**src/rtl/button_conditioner_pkg.sv**
```systemverilog
// Shared types and constants for the
// button/switch input front end.
package button_conditioner_pkg;

  typedef enum logic [2:0] {
    IDLE,
    PRESS_DB,
    HELD,
    REPEAT,
    RELEASE_DB
  } chan_state_t;

  localparam int DEF_DEBOUNCE_CYCLES = 1000000;
  localparam int DEF_REPEAT_DELAY_CYCLES = 25000000;
  localparam int DEF_REPEAT_PERIOD_CYCLES = 5000000;
  localparam logic [3:0] DEF_REPEAT_MASK = 4'b0110;

  function automatic int cnt_width(
    input int a,
    input int b,
    input int c
  );
    int m;
    m = (a > b) ? a : b;
    m = (m > c) ? m : c;
    return (m < 2) ? 1 : $clog2(m);
  endfunction

endpackage

```
**src/rtl/button_channel.sv**
```systemverilog
// One input channel: synchroniser, debounce
// FSM, hold/repeat counter and edge pulses.
module button_channel
  import button_conditioner_pkg::*;
#(
  parameter logic INVERT = 1'b1,
  parameter logic SYNC_RST = 1'b1,
  parameter logic REPEAT_EN = 1'b0,
  parameter int DEB_CYC = DEF_DEBOUNCE_CYCLES,
  parameter int RPT_DLY = DEF_REPEAT_DELAY_CYCLES,
  parameter int RPT_PER = DEF_REPEAT_PERIOD_CYCLES,
  parameter int CW = cnt_width(DEB_CYC, RPT_DLY, RPT_PER)
) (
  input  logic clk,
  input  logic rst,
  input  logic raw,
  output logic level,
  output logic press,
  output logic rel
);

  localparam logic [CW-1:0] DEB_T = CW'(DEB_CYC - 1);
  localparam logic [CW-1:0] DLY_T = CW'(RPT_DLY - 1);
  localparam logic [CW-1:0] PER_T = CW'(RPT_PER - 1);

  logic [1:0] sync;
  logic s;
  chan_state_t state;
  logic [CW-1:0] cnt;

  // two-flop synchroniser, parked at the idle pin level
  always_ff @(posedge clk or posedge rst) begin
    if (rst) sync <= {2{SYNC_RST}};
    else sync <= {sync[0], raw};
  end

  assign s = sync[1] ^ INVERT;

  // debounce both edges, time the hold, emit registered pulses
  always_ff @(posedge clk or posedge rst) begin
    if (rst) begin
      state <= IDLE;
      cnt <= '0;
      level <= 1'b0;
      press <= 1'b0;
      rel <= 1'b0;
    end else begin
      press <= 1'b0;
      rel <= 1'b0;
      unique case (state)
        IDLE: begin
          if (s) begin
            state <= PRESS_DB;
            cnt <= '0;
          end
        end
        PRESS_DB: begin
          if (!s) begin
            state <= IDLE;
            cnt <= '0;
          end else if (cnt == DEB_T) begin
            state <= HELD;
            cnt <= '0;
            level <= 1'b1;
            press <= 1'b1;
          end else begin
            cnt <= cnt + CW'(1);
          end
        end
        HELD: begin
          if (!s) begin
            state <= RELEASE_DB;
            cnt <= '0;
          end else if (REPEAT_EN) begin
            if (cnt == DLY_T) begin
              state <= REPEAT;
              cnt <= '0;
              press <= 1'b1;
            end else begin
              cnt <= cnt + CW'(1);
            end
          end
        end
        REPEAT: begin
          if (!s) begin
            state <= RELEASE_DB;
            cnt <= '0;
          end else if (cnt == PER_T) begin
            cnt <= '0;
            press <= 1'b1;
          end else begin
            cnt <= cnt + CW'(1);
          end
        end
        RELEASE_DB: begin
          if (s) begin
            state <= HELD;
            cnt <= '0;
          end else if (cnt == DEB_T) begin
            state <= IDLE;
            cnt <= '0;
            level <= 1'b0;
            rel <= 1'b1;
          end else begin
            cnt <= cnt + CW'(1);
          end
        end
        default: begin
          state <= IDLE;
          cnt <= '0;
        end
      endcase
    end
  end

endmodule

```
**src/rtl/button_conditioner.sv**
```systemverilog
// Board input front end: debounced push-buttons
// with repeat and sticky flags, plus slide switch.
module button_conditioner
  import button_conditioner_pkg::*;
#(
  parameter int N_BTN = 4,
  parameter int DEBOUNCE_CYCLES = DEF_DEBOUNCE_CYCLES,
  parameter int REPEAT_DELAY_CYCLES = DEF_REPEAT_DELAY_CYCLES,
  parameter int REPEAT_PERIOD_CYCLES = DEF_REPEAT_PERIOD_CYCLES,
  parameter logic [N_BTN-1:0] REPEAT_MASK = DEF_REPEAT_MASK
) (
  input  logic             clk_clk,
  input  logic             reset_reset,
  input  logic [N_BTN-1:0] btn_n_raw,
  input  logic             switch_raw,
  input  logic [N_BTN-1:0] press_clr,
  output logic [N_BTN-1:0] btn_level,
  output logic [N_BTN-1:0] btn_press,
  output logic [N_BTN-1:0] btn_release,
  output logic [N_BTN-1:0] press_flag,
  output logic             switch_level,
  output logic             switch_change
);

  localparam int CW = cnt_width(
    DEBOUNCE_CYCLES,
    REPEAT_DELAY_CYCLES,
    REPEAT_PERIOD_CYCLES
  );

  logic sw_rise;
  logic sw_fall;

  for (genvar i = 0; i < N_BTN; i++) begin : g_btn
    button_channel #(
      .INVERT   (1'b1),
      .SYNC_RST (1'b1),
      .REPEAT_EN(REPEAT_MASK[i]),
      .DEB_CYC  (DEBOUNCE_CYCLES),
      .RPT_DLY  (REPEAT_DELAY_CYCLES),
      .RPT_PER  (REPEAT_PERIOD_CYCLES),
      .CW       (CW)
    ) u_ch (
      .clk  (clk_clk),
      .rst  (reset_reset),
      .raw  (btn_n_raw[i]),
      .level(btn_level[i]),
      .press(btn_press[i]),
      .rel  (btn_release[i])
    );
  end

  button_channel #(
    .INVERT   (1'b0),
    .SYNC_RST (1'b0),
    .REPEAT_EN(1'b0),
    .DEB_CYC  (DEBOUNCE_CYCLES),
    .RPT_DLY  (REPEAT_DELAY_CYCLES),
    .RPT_PER  (REPEAT_PERIOD_CYCLES),
    .CW       (CW)
  ) u_sw (
    .clk  (clk_clk),
    .rst  (reset_reset),
    .raw  (switch_raw),
    .level(switch_level),
    .press(sw_rise),
    .rel  (sw_fall)
  );

  // both sources are flops and never high together
  assign switch_change = sw_rise | sw_fall;

  // sticky flags: a press in the same cycle as a clear wins
  always_ff @(posedge clk_clk or posedge reset_reset) begin
    if (reset_reset) press_flag <= '0;
    else press_flag <= btn_press | (press_flag & ~press_clr);
  end

endmodule

```
**config.mk**
```make
export PLATFORM = sky130hd
export DESIGN_NAME = button_conditioner
export DESIGN_NICKNAME = d
export VERILOG_FILES = /design/src/rtl/button_conditioner_pkg.sv /design/src/rtl/button_channel.sv /design/src/rtl/button_conditioner.sv
export SDC_FILE = /design/constraint.sdc
export NUM_CORES = 1
export LEC_CHECK = 0
export CAP_MARGIN = 5
export CORE_ASPECT_RATIO = 0.6
export CORE_UTILIZATION = 40
export CTS_CLUSTER_DIAMETER = 50
export DETAILED_ROUTE_END_ITERATION = 7
export PLACE_DENSITY = 0.63
export SKIP_LAST_GASP = 1
export SLEW_MARGIN = 20
export SYNTH_ARGS = -nofsm -noshare
export SYNTH_HDL_FRONTEND = slang
export SYNTH_SLANG_ARGS = --single-unit
```
**constraint.sdc**
```tcl
create_clock -name clk_clk -period 16 [get_ports clk_clk]
set_input_delay 3.2 -clock clk_clk [delete_from_list [all_inputs] [get_ports clk_clk]]
set_output_delay 3.2 -clock clk_clk [all_outputs]
set_load 0.005 [all_outputs]
```
==> results of run 1 <==
registers in the layout (all words and copies together) (netlist names):
signal / cells
g_btn.u_ch.cnt: 100
g_btn.u_ch.level: 4
u_sw.press: 1
u_sw.cnt: 25
g_btn.u_ch.rel: 4
g_btn.u_ch.sync: 8
u_sw.level: 1
g_btn.u_ch.state: 12
press_flag: 4
u_sw.state: 3
u_sw.rel: 1
g_btn.u_ch.press: 4
u_sw.sync: 2
cell usage after synthesis (9+ instances only):
cell      number
a21o_1        35
a21oi_1       26
and3_1        17
and4_1        11
buf_4         13
clkbuf_1      31
dfrtp_1      161
inv_1         32
nand2_1       90
nand2b_1      13
nand3_1       58
nand4_1       23
nor2_1       123
nor2b_1       13
nor3_1        36
nor3b_1       10
nor4_1        30
o211ai_1       9
o21ai_0       54
o31ai_1        9
or3_1         16
or4_1         11
xnor2_1       26
xor2_1        36
through the flow:
step	std cells	worst slack, ns	power, µW	cell area, µm²	hold slack (ns)
after floorplan	999	8.24	480	9120	0.331
after global placement	1287	10.30	492	9560	0.346
after detailed placement	1287	10.31	493	9560	0.336
after CTS	1319	10.76	902	10100	0.359
after global routing	1319	10.56	927	10100	0.363
final	1319	10.94	889	10100	0.357
layout make-up:
| class | instances | share of cell area (%) |
|---|---|---|
| clock buffer | 21 | 4.44 |
| clock inverter | 11 | 1.22 |
| inverter | 32 | 1.23 |
| multi-input combinational | 743 | 44.2 |
| sequential | 169 | 41.8 |
| tap | 308 | 3.80 |
| timing repair buffer | 35 | 3.28 |
worst min-delay path by stage:
| stage | cells past startpoint | to | slack (ns) | start |
|---|---|---|---|---|
| floorplan | 0 | u_sw.sync[1] | 0.33 | u_sw.sync[0] |
| global placement | 0 | g_btn[1].u_ch.sync[1] | 0.35 | g_btn[1].u_ch.sync[0] |
| detailed placement | 0 | u_sw.sync[1] | 0.34 | u_sw.sync[0] |
| CTS | 0 | g_btn[1].u_ch.sync[1] | 0.36 | g_btn[1].u_ch.sync[0] |
| global route | 0 | g_btn[3].u_ch.sync[1] | 0.36 | g_btn[3].u_ch.sync[0] |
| finish | 0 | u_sw.sync[1] | 0.36 | u_sw.sync[0] |
cell families after synthesis:
| logic type | count (synthesis) | synth area share, % |
|---|---|---|
| buffers and inverters | 87 | 4.47 |
| adder cells (fa/ha/maj) | 5 | 0.686 |
| multiplexers | 4 | 0.453 |
| XOR/XNOR | 62 | 5.95 |
| flip-flops | 169 | 46.5 |
| AND/OR/NAND/NOR | 495 | 28.6 |
| AO/OA/AOI/OAI | 177 | 13.4 |
routing by layer:
metal	share of wire [%]	vias to the layer above
li1	-	3567
met3	4.1	11
met4	0.82	0
met2	37	121
met1	58	3461
met5	0	-
critical path: stages:
cell	delay [ns]
clkdlybuf4s50_1	0.47
inv_6	0.36
buf_4	0.75
buf_4	0.67
where the power goes:
part           internal (µW)  switching, µW  leakage, µW  total [µW]
clock                    234            171     0.000273         405
sequential               434           7.10      0.00231         441
combinational           12.5           30.7      0.00176        43.2
==> run summary, run 1 <==
Outcome -> complete, no violations
Register area -> 0.00424 mm²
Worst setup path start -> reset_reset
Die Y -> 119 µm
GR peak layer -> met1
Final setup TNS -> 0 ns
Dpl hpwl -> 13100 µm
Rel. slew slack -> 32.4%
Worst-Skew Late Latency -> 0.43 ns
DR vias -> 7160
Layout Utilization -> 45.7%
Routed Antenna Nets -> 0
Worst EP required -> 16.51 ns
PwrDens -> 87.7 mW/mm²
Port buffer count -> 28
CTS root buffer -> clkbuf_16
Initial antenna violation count -> 0
Synthesized flop and latch total -> 169
Endpoints failing hold -> 0
Vias in the first global route -> 6340
Hold Path Class -> reg2reg
GRT Total Usage -> 17.3%
Gates resized, CTS repair -> 0
Synth area leaders -> dfrtp_1 44%, nor2_1 5.1%, nand2_1 3.7%
Cts hold-fix bufs -> 0
Area growth from synthesis to layout -> 11.2%
Average cell area after synthesis -> 9.13 µm²
Syn_nets -> 1015
Met2 Track Usage GR -> 21.4%
Most common cell after layout, fill and taps aside -> dfrtp_1
EDFF count, synth -> 0
CP Capture Type -> asynchronous set/reset pin
TritonCTS clock tree -> yes
VDD IR max -> 0.0000578 V
DRC Markers -> 0
Cells after synthesis -> 999
Die width -> 197 µm
Wire length per cell -> 14.4 µm
DR vias/cell -> 5.43
Diodes inserted -> 0
Final setup vio count -> 0
Die ar. -> 0.0234 mm²
Critical path class -> in2async
Core area -> 0.0222 mm²
Top FF cell, synth -> dfrtp_1
Total CTS buffers -> 17
Fillcell total -> 2130
Yosys top cell area share -> 44.2%
Worst-path clk slew -> 0.06 ns
Area of the multi-input gates -> 0.00448 mm²
Crit share post-route -> 31.6%
Post-synthesis sequential area ratio -> 46.5%
Critical path fanouts, max -> 69
Io pins -> 29
Setup Skew -> 0.00939 ns
Cell Area, Synth -> 0.00912 mm²
Worst r2r src -> g_btn[2].u_ch.cnt[10]
Routing usage on met1 -> 28.9%
Met3 Usage GRT -> 3.51%
Initial drt markers -> 518
CP Launch Type -> input pin
Grt total ovfl -> 0
RSZ-0062 raised after global routing -> no
TritonRoute pass-1 iters -> 5
Synth cell types -> 74
Synth warn -> 0
Max Freq -> 198 MHz
Clock Path Buffers -> 2
R2r setup slk -> 12.89 ns
Max-cap violation count -> 0
Top cell type by total area after synthesis -> dfrtp_1
First-pass GRT wire length -> 32800 µm
Final net count -> 1014
Async set-reset flop share out of synthesis -> 100%
Postcts setup bufs -> 0
Initial core utilization -> 41.1%
H-Tree Level Count -> 4
Slew @ Worst Pin -> 1.01 ns
Largest net degree at the start of global routing -> 70
Worst Reg2Reg Path Length in Cells -> 7
# rows -> 42
Crit path time final -> 5.06 ns
Critical path data arrival time -> 5.56 ns
Routability cong. -> 0.818
Reg-to-reg endpoint -> g_btn[2].u_ch.cnt[3]
Most frequent cells in the layout -> 161 x dfrtp_1, 123 x nor2_1, 90 x nand2_1
Leak pwr -> 0.00434 µW
Share of layout cells above drive strength 1 -> 7.12%
CP endpoint -> g_btn[1].u_ch.cnt[13]
Slew Viols, Final -> 0
Clock sink total -> 169
Final wirelength -> 19000 µm
No activity file was read; power rests on OpenSTA's default activity.
==> run 2: changes to the inputs <==
- PLACE_DENSITY: 0.63 -> 0.65
- clock period: 16 -> 4.6 ns (I/O delays scaled with it)
==> run summary, run 2 (synthesized netlist as in run 1, its figures left out) <==
Area growth from synthesis to layout -> 11.4%
Slowest cell on crit path -> and3_1
Final net count -> 1013
Hold Path Class -> reg2reg
CTS root buffer -> clkbuf_16
Die Y -> 119 µm
Pre-CTS WS -> 1.52 ns
Initial core utilization -> 41.1%
Critical path fanouts, max -> 24
Most common cell after layout, fill and taps aside -> dfrtp_1
# rows -> 42
Rel. slew slack -> 30.4%
Worst EP required -> 4.92 ns
Clock power share -> 46.1%
Worst path cell trace -> or4_1 > or3_1 > o2111ai_1 > and3_1 > o21ai_0 > a21o_1
Routability cong. -> 0.844
Dpl hpwl -> 12900 µm
Endpoints failing hold -> 0
P_int -> 2330 µW
Initial drt markers -> 622
Largest reg by FF count -> g_btn.u_ch.cnt
Crit share post-route -> 66.0%
Setup Skew -> 0.0117 ns
TritonCTS clock tree -> yes
Critical path class -> reg2reg
Outcome -> complete, no violations
Diodes inserted -> 0
Final wirelength -> 19000 µm
DR vias/cell -> 5.47
Die width -> 197 µm
Max Freq -> 329 MHz
CP Capture Type -> flip-flop
Worst-path clk slew -> 0.07 ns
Cts hold-fix bufs -> 0
GRT Total Usage -> 17.0%
Wire length per cell -> 14.4 µm
TritonRoute pass-1 iters -> 5
Largest net degree at the start of global routing -> 154
Slew @ Worst Pin -> 1.04 ns
Switching pwr -> 795 µW
Initial antenna violation count -> 0
Layout Utilization -> 45.8%
DRC Markers -> 0
Most frequent cells in the layout -> 161 x dfrtp_1, 123 x nor2_1, 90 x nand2_1
Grt total ovfl -> 0
RSZ-0062 raised after global routing -> no
Gates resized, CTS repair -> 0
Slew Viols, Final -> 0
Postcts setup bufs -> 0
H-Tree Level Count -> 4
Critical path data arrival time -> 3.36 ns
Io pins -> 29
Worst-Skew Late Latency -> 0.43 ns
Routed Antenna Nets -> 0
Leak pwr -> 0.00435 µW
Power consumption -> 3120 µW
Crit path time final -> 3.04 ns
VDD IR max -> 0.000194 V
Port buffer count -> 28
Total CTS buffers -> 17
Seq pwr share -> 49.1%
First-pass GRT wire length -> 32500 µm
Max reg flops -> 100
DR vias -> 7208
PwrDens -> 307 mW/mm²
Switching portion of total power -> 25.5%
Final setup TNS -> 0 ns
Max-cap violation count -> 0
CP peak stage delay -> 0.77 ns
Share of layout cells above drive strength 1 -> 7.23%
Final setup vio count -> 0
Die ar. -> 0.0234 mm²
Vias in the first global route -> 6431
Final Instance Area -> 0.0102 mm²
Clock sink total -> 169
Core area -> 0.0222 mm²
Placed Area -> 0.00956 mm²
Biggest regs -> g_btn.u_ch.cnt: 100 flops, u_sw.cnt: 25 flops, g_btn.u_ch.state: 12 flops
Setup WS post-layout -> 1.56 ns
Comb pwr share -> 4.8%
CP Launch Type -> flip-flop
Clock Path Buffers -> 2
run 2: cell types whose count changed in the layout (fill, tap and decap cells not counted), sizes merged:
cell | before | now
inv | 33 | 37
bufinv | 2 | 1
clkbuf | 21 | 18
buf | 7 | 6
run 2: through the flow:
step | instances | hold WS [ns]
global route | 1318 | 0.362
CTS | 1318 | 0.357
global placement | 1286 | 0.342
finish | 1318 | 0.356
floorplan | 999 | 0.331
detailed placement | 1286 | 0.342
run 2: area by class of cell:
class	instances	area, µm²
timing repair buffer	34	338
clock buffer	18	429
inverter	32	124
tap	308	385
fill	2077	12000
sequential	169	4240
multi-input combinational	743	4480
clock inverter	14	163
run 2: metal layers:
metal	vias up	track usage [%]	share of wire [%]
li1	3564	-	-
met1	3465	28.1	56
met2	166	21.3	38
met3	13	3.60	4.5
met4	0	4.41	1.0
met5	-	0	0
run 2: critical path: cells and delay by family (launching register included):
kind | cells | cell delay (ns)
AO/OA/AOI/OAI | 3 | 0.72
AND/OR/NAND/NOR | 3 | 1.75
flip-flops | 1 | 0.46
run 2: worst paths after layout:
path / startpoint / endpoint / slack, ns / cells past startpoint
min: g_btn[3].u_ch.sync[0] / g_btn[3].u_ch.sync[1] / 0.36 / 0
min reg2reg: g_btn[3].u_ch.sync[0] / g_btn[3].u_ch.sync[1] / 0.36 / 0
max reg2reg: g_btn[1].u_ch.cnt[10] / g_btn[1].u_ch.cnt[19] / 1.56 / 6
max in group asynchronous: reset_reset / u_sw.sync[0] / 2.61 / 3
min in group asynchronous: reset_reset / g_btn[1].u_ch.cnt[17] / 0.84 / 2
max: g_btn[1].u_ch.cnt[10] / g_btn[1].u_ch.cnt[19] / 1.56 / 6
run 2: power groups by stage:
| stage | clock network, µW | logic [µW] | registers (µW) |
|---|---|---|---|
| finish | 1440 | 149 | 1530 |
| detailed placement | 0 | 151 | 1560 |
| floorplan | 0 | 119 | 1550 |
| CTS | 1480 | 152 | 1530 |
| global route | 1550 | 171 | 1540 |
| global placement | 0 | 149 | 1560 |
